**src/rtl/cpu_pkg.sv**
```systemverilog
// Shared types and encodings for the simple RISC CPU controller.
// Holds the control-FSM state enum, opcode/op fields, vsel and ALU codes.
package cpu_pkg;

   typedef enum logic [2:0] {
      S_WAIT,
      S_DECODE,
      S_GET_A,
      S_GET_B,
      S_EXEC,
      S_WRITE_REG,
      S_WRITE_IMM
   } state_t;

   localparam logic [2:0] OPC_ALU = 3'b101;
   localparam logic [2:0] OPC_MOV = 3'b110;

   localparam logic [1:0] OP_MOV_REG = 2'b00;
   localparam logic [1:0] OP_MOV_IMM = 2'b10;
   localparam logic [1:0] OP_ADD     = 2'b00;
   localparam logic [1:0] OP_CMP     = 2'b01;
   localparam logic [1:0] OP_AND     = 2'b10;
   localparam logic [1:0] OP_MVN     = 2'b11;

   localparam logic [1:0] VSEL_MDATA = 2'b00;
   localparam logic [1:0] VSEL_IMM   = 2'b01;
   localparam logic [1:0] VSEL_PC    = 2'b10;
   localparam logic [1:0] VSEL_C     = 2'b11;

   localparam logic [1:0] ALU_ADD   = 2'b00;
   localparam logic [1:0] ALU_SUB   = 2'b01;
   localparam logic [1:0] ALU_AND   = 2'b10;
   localparam logic [1:0] ALU_NOT_B = 2'b11;

   // First state after S_DECODE; S_WAIT doubles as the illegal-instruction marker.
   function automatic state_t decode_next(input logic [2:0] opcode, input logic [1:0] op);
      if (opcode == OPC_MOV && op == OP_MOV_IMM) return S_WRITE_IMM;
      if (opcode == OPC_MOV && op == OP_MOV_REG) return S_GET_B;
      if (opcode == OPC_ALU && op == OP_MVN)     return S_GET_B;
      if (opcode == OPC_ALU)                     return S_GET_A;
      return S_WAIT;
   endfunction

endpackage

```
**src/rtl/insn_decoder.sv**
```systemverilog
// Combinational field extraction and immediate sign extension from the IR.
module insn_decoder
   import cpu_pkg::*;
#(
   parameter int DATA_W = 16
) (
   input  logic [15:0]       ir,
   output logic [2:0]        opcode,
   output logic [1:0]        op,
   output logic [2:0]        rn,
   output logic [2:0]        rd,
   output logic [1:0]        sh,
   output logic [2:0]        rm,
   output logic [DATA_W-1:0] sximm8,
   output logic [DATA_W-1:0] sximm5
);

   assign opcode = ir[15:13];
   assign op     = ir[12:11];
   assign rn     = ir[10:8];
   assign rd     = ir[7:5];
   assign sh     = ir[4:3];
   assign rm     = ir[2:0];

   assign sximm8 = {{(DATA_W-8){ir[7]}}, ir[7:0]};
   assign sximm5 = {{(DATA_W-5){ir[4]}}, ir[4:0]};

endmodule

```
**src/rtl/cpu_controller.sv**
```systemverilog
// Instruction register, decoder and control FSM for the 16-bit RISC CPU.
// Build option CPU_CTRL_ILLEGAL_TRAP_EN: sticky err on illegal decode, halts until reset.
//
// state       | meaning
// S_WAIT      | idle, w=1, accepts load/s
// S_DECODE    | pick path from opcode/op, illegal codes return to S_WAIT
// S_GET_A     | read Rn into A
// S_GET_B     | read Rm into B
// S_EXEC      | shift + ALU, load C (or status for CMP)
// S_WRITE_REG | write C into Rd
// S_WRITE_IMM | write sximm8 into Rn
module cpu_controller
   import cpu_pkg::*;
#(
   parameter int DATA_W = 16
) (
   input  logic              clk,
   input  logic              reset,
   input  logic              s,
   input  logic              load,
   input  logic [15:0]       in,
   output logic              w,
   output logic [2:0]        readnum,
   output logic [2:0]        writenum,
   output logic              write,
   output logic [1:0]        vsel,
   output logic              loada,
   output logic              loadb,
   output logic              asel,
   output logic              bsel,
   output logic [1:0]        shift,
   output logic [1:0]        ALUop,
   output logic              loadc,
   output logic              loads,
   output logic [DATA_W-1:0] sximm8,
   output logic [DATA_W-1:0] sximm5,
   output logic              err
);

   state_t      state_q, state_d;
   logic [15:0] ir_q;
   logic [2:0]  opcode, rn, rd, rm;
   logic [1:0]  op, sh;

   insn_decoder #(.DATA_W(DATA_W)) u_insn_decoder (
      .ir     (ir_q),
      .opcode (opcode),
      .op     (op),
      .rn     (rn),
      .rd     (rd),
      .sh     (sh),
      .rm     (rm),
      .sximm8 (sximm8),
      .sximm5 (sximm5)
   );

   always_ff @(posedge clk) begin
      if (reset) begin
         state_q <= S_WAIT;
         ir_q    <= '0;
      end else begin
         state_q <= state_d;
         if (load && state_q == S_WAIT) ir_q <= in;
      end
   end

`ifdef CPU_CTRL_ILLEGAL_TRAP_EN
   logic err_q;

   always_ff @(posedge clk) begin
      if (reset)
         err_q <= 1'b0;
      else if (state_q == S_DECODE && decode_next(opcode, op) == S_WAIT)
         err_q <= 1'b1;
   end

   assign err = err_q;
`else
   assign err = 1'b0;
`endif

   always_comb begin
      state_d  = state_q;
      w        = 1'b0;
      readnum  = 3'd0;
      writenum = 3'd0;
      write    = 1'b0;
      vsel     = VSEL_MDATA;
      loada    = 1'b0;
      loadb    = 1'b0;
      asel     = 1'b0;
      bsel     = 1'b0;
      shift    = 2'b00;
      ALUop    = ALU_ADD;
      loadc    = 1'b0;
      loads    = 1'b0;

      case (state_q)
         S_WAIT: begin
            w = 1'b1;
            if (s && !err) state_d = S_DECODE;
         end
         S_DECODE: state_d = decode_next(opcode, op);
         S_GET_A: begin
            readnum = rn;
            loada   = 1'b1;
            state_d = S_GET_B;
         end
         S_GET_B: begin
            readnum = rm;
            loadb   = 1'b1;
            state_d = S_EXEC;
         end
         S_EXEC: begin
            shift = sh;
            // MOV reg passes B through the adder with A forced to zero
            if (opcode == OPC_ALU) begin
               ALUop = op;
            end else begin
               ALUop = ALU_ADD;
               asel  = 1'b1;
            end
            if (opcode == OPC_ALU && op == OP_CMP) begin
               loads   = 1'b1;
               state_d = S_WAIT;
            end else begin
               loadc   = 1'b1;
               state_d = S_WRITE_REG;
            end
         end
         S_WRITE_REG: begin
            writenum = rd;
            vsel     = VSEL_C;
            write    = 1'b1;
            state_d  = S_WAIT;
         end
         S_WRITE_IMM: begin
            writenum = rn;
            vsel     = VSEL_IMM;
            write    = 1'b1;
            state_d  = S_WAIT;
         end
         default: state_d = S_WAIT;
      endcase
   end

endmodule
```
**config.mk**
```make
export PLATFORM = sky130hd
export DESIGN_NAME = cpu_controller
export DESIGN_NICKNAME = d
export VERILOG_FILES = /design/src/rtl/cpu_pkg.sv /design/src/rtl/insn_decoder.sv /design/src/rtl/cpu_controller.sv
export SDC_FILE = /design/constraint.sdc
export NUM_CORES = 1
export LEC_CHECK = 0
export ABC_AREA = 0
export BUFFER_PORTS_ARGS = -buffer_cell sky130_fd_sc_hd__buf_2
export CAP_MARGIN = 20
export CELL_PAD_IN_SITES_DETAIL_PLACEMENT = 0
export CELL_PAD_IN_SITES_GLOBAL_PLACEMENT = 1
export CORE_MARGIN = 4
export CORE_UTILIZATION = 32
export CTS_CLUSTER_SIZE = 28
export DETAILED_ROUTE_END_ITERATION = 8
export GPL_TIMING_DRIVEN = 0
export PLACE_DENSITY_LB_ADDON = 0.25
export SLEW_MARGIN = 10
export SYNTH_ARGS = -nofsm -noshare
export SYNTH_HDL_FRONTEND = slang
export SYNTH_SLANG_ARGS = --single-unit
```
**constraint.sdc**
```tcl
create_clock -name clk -period 2.79 [get_ports clk]
set_input_delay 0.558 -clock clk [delete_from_list [all_inputs] [get_ports clk]]
set_output_delay 0.558 -clock clk [all_outputs]
set_load 0.005 [all_outputs]
```
======== After elaboration in Yosys (flattened, before gate mapping) ========
Cells that the tools add are included.
word-level totals
  register bits ........................... 19
  word-level logic and storage cells ...... 63
  output and inout bits ................... 53
  input port bits ......................... 20
cells by class
  mux-type cells .......................... 41
  reductions and logical operators ........ 8
  equality and inequality tests ........... 12
operators with widths
  operator                                             count
  2-to-1 mux 3 bit                                     10
  2-to-1 mux 1 bit                                     24
  equality test 3 bit, second input constant           5
  case mux 3 bit (5 select lines)                      1
  case mux 3 bit (2 select lines)                      2
  equality test 3 x 2 -> 1 bit, second input constant  2
  2-to-1 mux 2 bit                                     3
  logical AND 1 bit                                    5
  equality test 2 bit, second input constant           2
  case mux 2 bit (2 select lines)                      1
  equality test 3 x 1 -> 1 bit, second input constant  1
  zero test 3 bit                                      1
  equality test 2 x 1 -> 1 bit, second input constant  1
  zero test 2 bit                                      1
  inequality test 2 bit, second input constant         1
  OR reduction 2 bit                                   1

======== Logic depth before layout (Yosys ltp) ========
Gate-level depths: netlist of run 1.
  depth in word-level cells ............... 18
  depth in mapped cells ................... 7
  mapped depth without buffers ............ 4

======== By module ========
A second synthesis of run 1 with hierarchy kept.
second synthesis, totals
  cells, all modules ...................... 181
  area total of the unflattened synthesis .. 1395.1 um^2
modules (own cells, without submodules)
  module          instances  area each (um^2)  seq. area each (um^2)  cells each
  cpu_controller  1          1034.7            380.4                  133
  insn_decoder    1          360.3             0.0                    48

======== Least setup slack after synthesis of run 1 ========
Ideal clock, no wire load.
  path type ............................... register -> output
  from .................................... register state_q[0]
  to ...................................... output port vsel[0]
  path buffers ............................ 2
  stages on the path, launching flop included .. 5
  data arrival time ....................... 0.993 ns
  slack ................................... 1.239 ns
  data required time ...................... 2.232 ns
  path through ............................ dfxtp_1 buf_6 and2b_2 o21a_1 buf_4
between the ends
  cells in the longest elaborated chain, start to end .. 2
  elaborated cells on any way between the ends .. 3
  classes of those cells .................. eq/ne: 2; mux: 1
RTL lines
  element                              RTL line              source
  start: declaration                   cpu_controller.sv:40  state_t state_q, state_d;
  start signal: assignment             cpu_controller.sv:62  state_q <= state_d;
  equality test 3 bit                  cpu_controller.sv:98  case (state_q)
  case mux 2 bit (2 select lines) (*)  cpu_controller.sv:98
  end: declaration                     cpu_controller.sv:26  output logic [1:0] vsel,
Every way passes the cells marked *; elsewhere a longest branch is shown, timed or not.

======== Worst setup path in the final report of run 1 ========
  from .................................... register state_q[2]
  to ...................................... output port loadb
between the ends
  cells in the longest elaborated chain, start to end .. 2
RTL lines
  element                       RTL line              source
  equality test 3 x 2 -> 1 bit  cpu_controller.sv:98
  2-to-1 mux 1 bit              cpu_controller.sv:98
  end: declaration              cpu_controller.sv:28  output logic loadb,
Every way passes these cells.

==> results of run 1 <==
## worst max-delay path, stage by stage (launching register included)
cell      delay, ps
dfxtp_1         490
clkbuf_1        310
nand2b_1        230
nor2_1           70
buf_2           130
## registers in the layout, indices dropped and copies added, names as in the netlist
register and flops:
ir_q 16, state_q 3
## layout make-up
cell class / count / area, sq um / share of cell area
clock inverter: 1 / 7.51 / 0.00437
timing repair buffer: 69 / 345 / 0.201
tap: 48 / 60.1 / 0.0350
clock buffer: 3 / 41.3 / 0.0241
sequential: 19 / 380 / 0.222
multi-input combinational: 99 / 541 / 0.315
inverter: 3 / 11.3 / 0.00656
buffer: 43 / 330 / 0.192
## logic make-up after synthesis
group / count (synthesis) / synth area share
other: 1 / 0.00298
muxes: 3 / 0.0239
and+or+nand+nor: 67 / 0.264
AOI/OAI and AO/OA: 27 / 0.135
buffers and inverters: 46 / 0.271
DFF: 19 / 0.302
## how the worst min path moves through the flow
stage	start	to	slack (ps)	cells after the start
after global placement	ir_q[10]	ir_q[10]	470	2
after floorplan	ir_q[5]	ir_q[5]	450	2
final	ir_q[10]	ir_q[10]	480	2
after global routing	ir_q[6]	ir_q[6]	500	2
after CTS	ir_q[6]	ir_q[6]	480	2
after detailed placement	ir_q[6]	ir_q[6]	470	2
## stage by stage
| step | cells | hold WS, ps | worst slack, ps | utilization |
|---|---|---|---|---|
| 2_1_floorplan | 164 | 447 | 1240 | - |
| 6_report | 285 | 475 | 738 | 0.459 |
| 5_1_grt | 285 | 500 | 619 | 0.459 |
| 3_3_place_gp | 281 | 466 | 977 | 0.446 |
| 4_1_cts | 285 | 477 | 711 | 0.459 |
| 3_5_place_dp | 281 | 467 | 1000 | 0.446 |
## routing by layer
| metal | vias to the layer above | global-route usage | wire [um] |
|---|---|---|---|
| met4 | 0 | 0.0125 | 0 |
| met1 | 495 | 0.164 | 1360 |
| met5 | - | 0 | 0 |
| met2 | 49 | 0.186 | 1310 |
| met3 | 0 | 0.0440 | 315 |
| li1 | 642 | - | - |
## power by group
group | total, mW | leakage, nW | switching, mW | internal (mW)
clock | 0.194 | 0.0217 | 0.0932 | 0.101
combinational | 0.158 | 0.734 | 0.0651 | 0.0930
sequential | 0.305 | 0.156 | 0.0182 | 0.287
## cells in the final DEF, fill, tap and decap left out, drive strengths merged
master    instances
and3              2
buf             109
and2              3
dfxtp            19
a21oi            18
clkbuf            6
nand3b            1
nand2b            1
nand2            35
a2bb2oi           1
o21a              2
mux2i             3
clkinvlp          1
nor2b             6
and2b             2
nor3              6
nor2              8
o31a              1
conb              2
a31oi             1
a22oi             3
inv               3
nor3b             1
nor4              2
a2111oi           1
==> impl_metrics.yaml, run 1 <==
run_status:
  status: "complete, no violations"
synthesis:
  yosys-top-cells-area: "dfxtp_1, buf_4, nand2_1"
  synth.yosys.warnings: 0
  synth.ff_latch_count: 19
  synth_area_per_cell_sq_um: 7.72
  synthesis.area_sq_mm: 0.00126
  yosysSeqAreaShare: 0.302
  synthTopCellsByCount: "buf_4, nand2_1, dfxtp_1, a21oi_1, nor2_1"
  yosys.area.top_type: "dfxtp_1"
  yosys.cell_types.count: 33
  netlist.area_leader.share: 0.302
  yosysMostFrequentCell: "buf_4"
  ys.flop_type: "dfxtp_1"
  synth_edf_count: 0
  async_flop_share: 0
  synth_cells: 163
power:
  leakage_nw: 0.912
  totalPowerFinal_uw: 657
  ir_worst_vdd_mv: 0.285
  power.density_mw_per_mm2: 383
cts:
  ctsHoldBuffers: 0
  post_cts.repair.setup_buffers: 0
  insertion_delay_ps: 260
  path_clk_slew_ps: 70
  post_cts_resized: 0
  cts_buffers: 3
  cts_tree: "built"
  clockBufferDepth: 2
  cts_sinks: 19
  ctsHtreeMaxLevel: 1
  ctsRootBufferMaster: "clkbuf_8"
routing:
  firstDrtPassIters: 4
  num_vias: 1186
  wl_um: 2980
  drt_iter0_drc: 34
  viasPerCell: 4.16
  drcViolationCount: 0
  wl_per_cell_um: 10.5
  ant_nets: 0
setup_path:
  cp-start-kind: "register"
  crit_type: "reg -> out"
  r2r_cells: 6
  required_ps: 2230
  crit_arrival_ps: 1490
  r2r_end: "ir_q[14]"
  reg2reg_from: "state_q[0]"
  crit_start: "state_q[2]"
  crit_end: "loadb"
  end_kind: "primary output"
  r2r_setup_slack_ps: 1460
  critPathMaxFanout: 10
cells_and_area:
  synthToLayoutAreaGrowth_pct: 36.4
  drive_gt1_frac: 0.511
  antenna_cells: 0
  design_area_sq_mm: 0.00172
  final_nets: 258
  fill_cells: 439
run:
  cap_violations: 0
die:
  initial_core_util: 0.336
  die_y_um: 70.7
  ios: 73
  die_area_sq_mm: 0.00500
  core_area_sq_mm: 0.00374
  die_x_um: 70.7
  fp-row-count: 22
global_routing:
  grt_max_degree: 16
  antenna_found_initial: 0
  grt_pass1_wl_um: 5040
  grt_overflow_total: 0
  grtUsageTotal: 0.120
  grt_pass1_vias: 1107
sta:
  post-route-period-util: 0.735
  fmax_mhz: 487
  setup_viol: 0
  report.final.slew_viol_count: 0
  clock-skew-final_ps: 4.64
  rsz0062_at_grt: "false"
  hold_violations: 0
  finalWorstPathRequiredPeriod_ps: 2050
  tns_ps: 0
worst_hold_path:
  hold_path.class: "reg -> reg"
place:
  hpwlAfterDp_um: 2530
  placed_area_sq_mm: 0.00167
  numPortBuffers: 69
  gp_congestion: 0.714
Power figures use the tool's default switching activity.
==> inputs of run 2 (changes only) <==
--- a/config.mk
+++ b/config.mk
@@ -11,7 +11,7 @@
 export CELL_PAD_IN_SITES_DETAIL_PLACEMENT = 0
 export CELL_PAD_IN_SITES_GLOBAL_PLACEMENT = 1
 export CORE_MARGIN = 4
-export CORE_UTILIZATION = 32
+export CORE_UTILIZATION = 29
 export CTS_CLUSTER_SIZE = 28
 export DETAILED_ROUTE_END_ITERATION = 8
 export GPL_TIMING_DRIVEN = 0
==> constraint.sdc (replaced) <==
create_clock -name clk -period 2.15 [get_ports clk]
set_input_delay 0.43 -clock clk [delete_from_list [all_inputs] [get_ports clk]]
set_output_delay 0.43 -clock clk [all_outputs]
set_load 0.005 [all_outputs]
==> impl_metrics.yaml, run 2 (same netlist as run 1, synthesis figures left out) <==
run_status:
  status: "complete, no violations"
power:
  power.density_mw_per_mm2: 496
  leakage_nw: 0.913
  totalPowerFinal_uw: 851
  ir_worst_vdd_mv: 0.294
cells_and_area:
  largest_registers: "ir_q x16, state_q x3"
  final_nets: 258
  post-route-util: 0.420
  fin_cells: 287
  largest_register_ffs: 16
  drive_gt1_frac: 0.506
  top_register: "ir_q"
  final_common_cell: "buf_2"
  final_cell_mix: "buf_2, buf_4, nand2_1"
  antenna_cells: 0
  synthToLayoutAreaGrowth_pct: 36.3
sta:
  tns_ps: 0
  clock-skew-final_ps: 2.89
  fmax_mhz: 502
  hold_violations: 0
  report.final.slew_viol_count: 0
  rsz0062_at_grt: "false"
  post-route-period-util: 0.926
  finalWorstPathRequiredPeriod_ps: 1990
  setup_viol: 0
  hold-worst-slack_ps: 398
cts:
  ctsHtreeMaxLevel: 1
  cts_tree: "built"
  insertion_delay_ps: 250
  ctsHoldBuffers: 0
  ctsRootBufferMaster: "clkbuf_8"
  post_cts.repair.setup_buffers: 0
  post_cts_resized: 0
  clockBufferDepth: 2
  path_clk_slew_ps: 70
  cts_sinks: 19
  cts_buffers: 3
die:
  core_area_sq_mm: 0.00409
  ios: 73
  die_x_um: 73.9
  initial_core_util: 0.308
  fp-row-count: 23
  die_area_sq_mm: 0.00546
  die_y_um: 73.9
setup_path:
  critPathMaxFanout: 10
  crit_type: "reg -> out"
  end_kind: "primary output"
  cp-start-kind: "register"
  crit_arrival_ps: 1560
  required_ps: 1720
worst_hold_path:
  hold_path.class: "in -> reg"
routing:
  drt_iter0_drc: 20
  num_vias: 1204
  ant_nets: 0
  viasPerCell: 4.20
  firstDrtPassIters: 4
  wl_per_cell_um: 11.3
  wl_um: 3250
  drcViolationCount: 0
place:
  hpwlAfterDp_um: 2610
  gp_congestion: 0.732
  numPortBuffers: 69
  post-place-cells: 283
global_routing:
  antenna_found_initial: 0
  grt_pass1_vias: 1108
  grt_pass1_wl_um: 4980
  grt_max_degree: 16
  grtUsageTotal: 0.118
  grt_overflow_total: 0
run:
  cap_violations: 0
[run 2: cell types whose count changed in the layout (fill, tap and decap cells not counted)]
cell,change
clkbuf_1,+1
clkinvlp_4,-1
[run 2: layout make-up]
type | count | area [sq um]
Buffer | 43 | 330
Clock buffer | 4 | 45.0
Fill cell | 449 | 2370
Inverter | 3 | 11.3
Multi-Input combinational cell | 99 | 541
Sequential cell | 19 | 380
Tap cell | 50 | 62.6
Timing Repair Buffer | 69 | 345
[run 2: metrics by stage]
stage	cell area (sq um)	setup WS [ps]
after floorplan	1260	727
after global placement	1670	439
after detailed placement	1670	442
after CTS	1720	148
after global routing	1720	25.2
final	1720	160
[run 2: path summary, 6_finish.rpt]
kind,startpoint,to,slack (ps),cells past startpoint
worst max-delay path,state_q[2],readnum[2],160,4
worst min-delay path,reset,ir_q[3],400,2
worst max register to register,state_q[0],ir_q[14],800,6
worst min register to register,ir_q[10],ir_q[10],470,2
[run 2: critical path: stages, from the launching register on]
cell,delay [ps]
dfxtp_1,500
clkbuf_1,350
nand2b_1,250
nor2_1,80
buf_2,130
[run 2: per-layer routing]
metal	global-route usage	wire length [um]
met5	0	0
met4	0.0241	20
met3	0.0383	269
met2	0.201	1540
met1	0.144	1420
[run 2: power by group]
part | total, mW | internal (mW) | switching (mW) | leakage, nW
combinational | 0.207 | 0.121 | 0.0859 | 0.734
clock | 0.248 | 0.132 | 0.116 | 0.0228
sequential | 0.396 | 0.373 | 0.0233 | 0.156
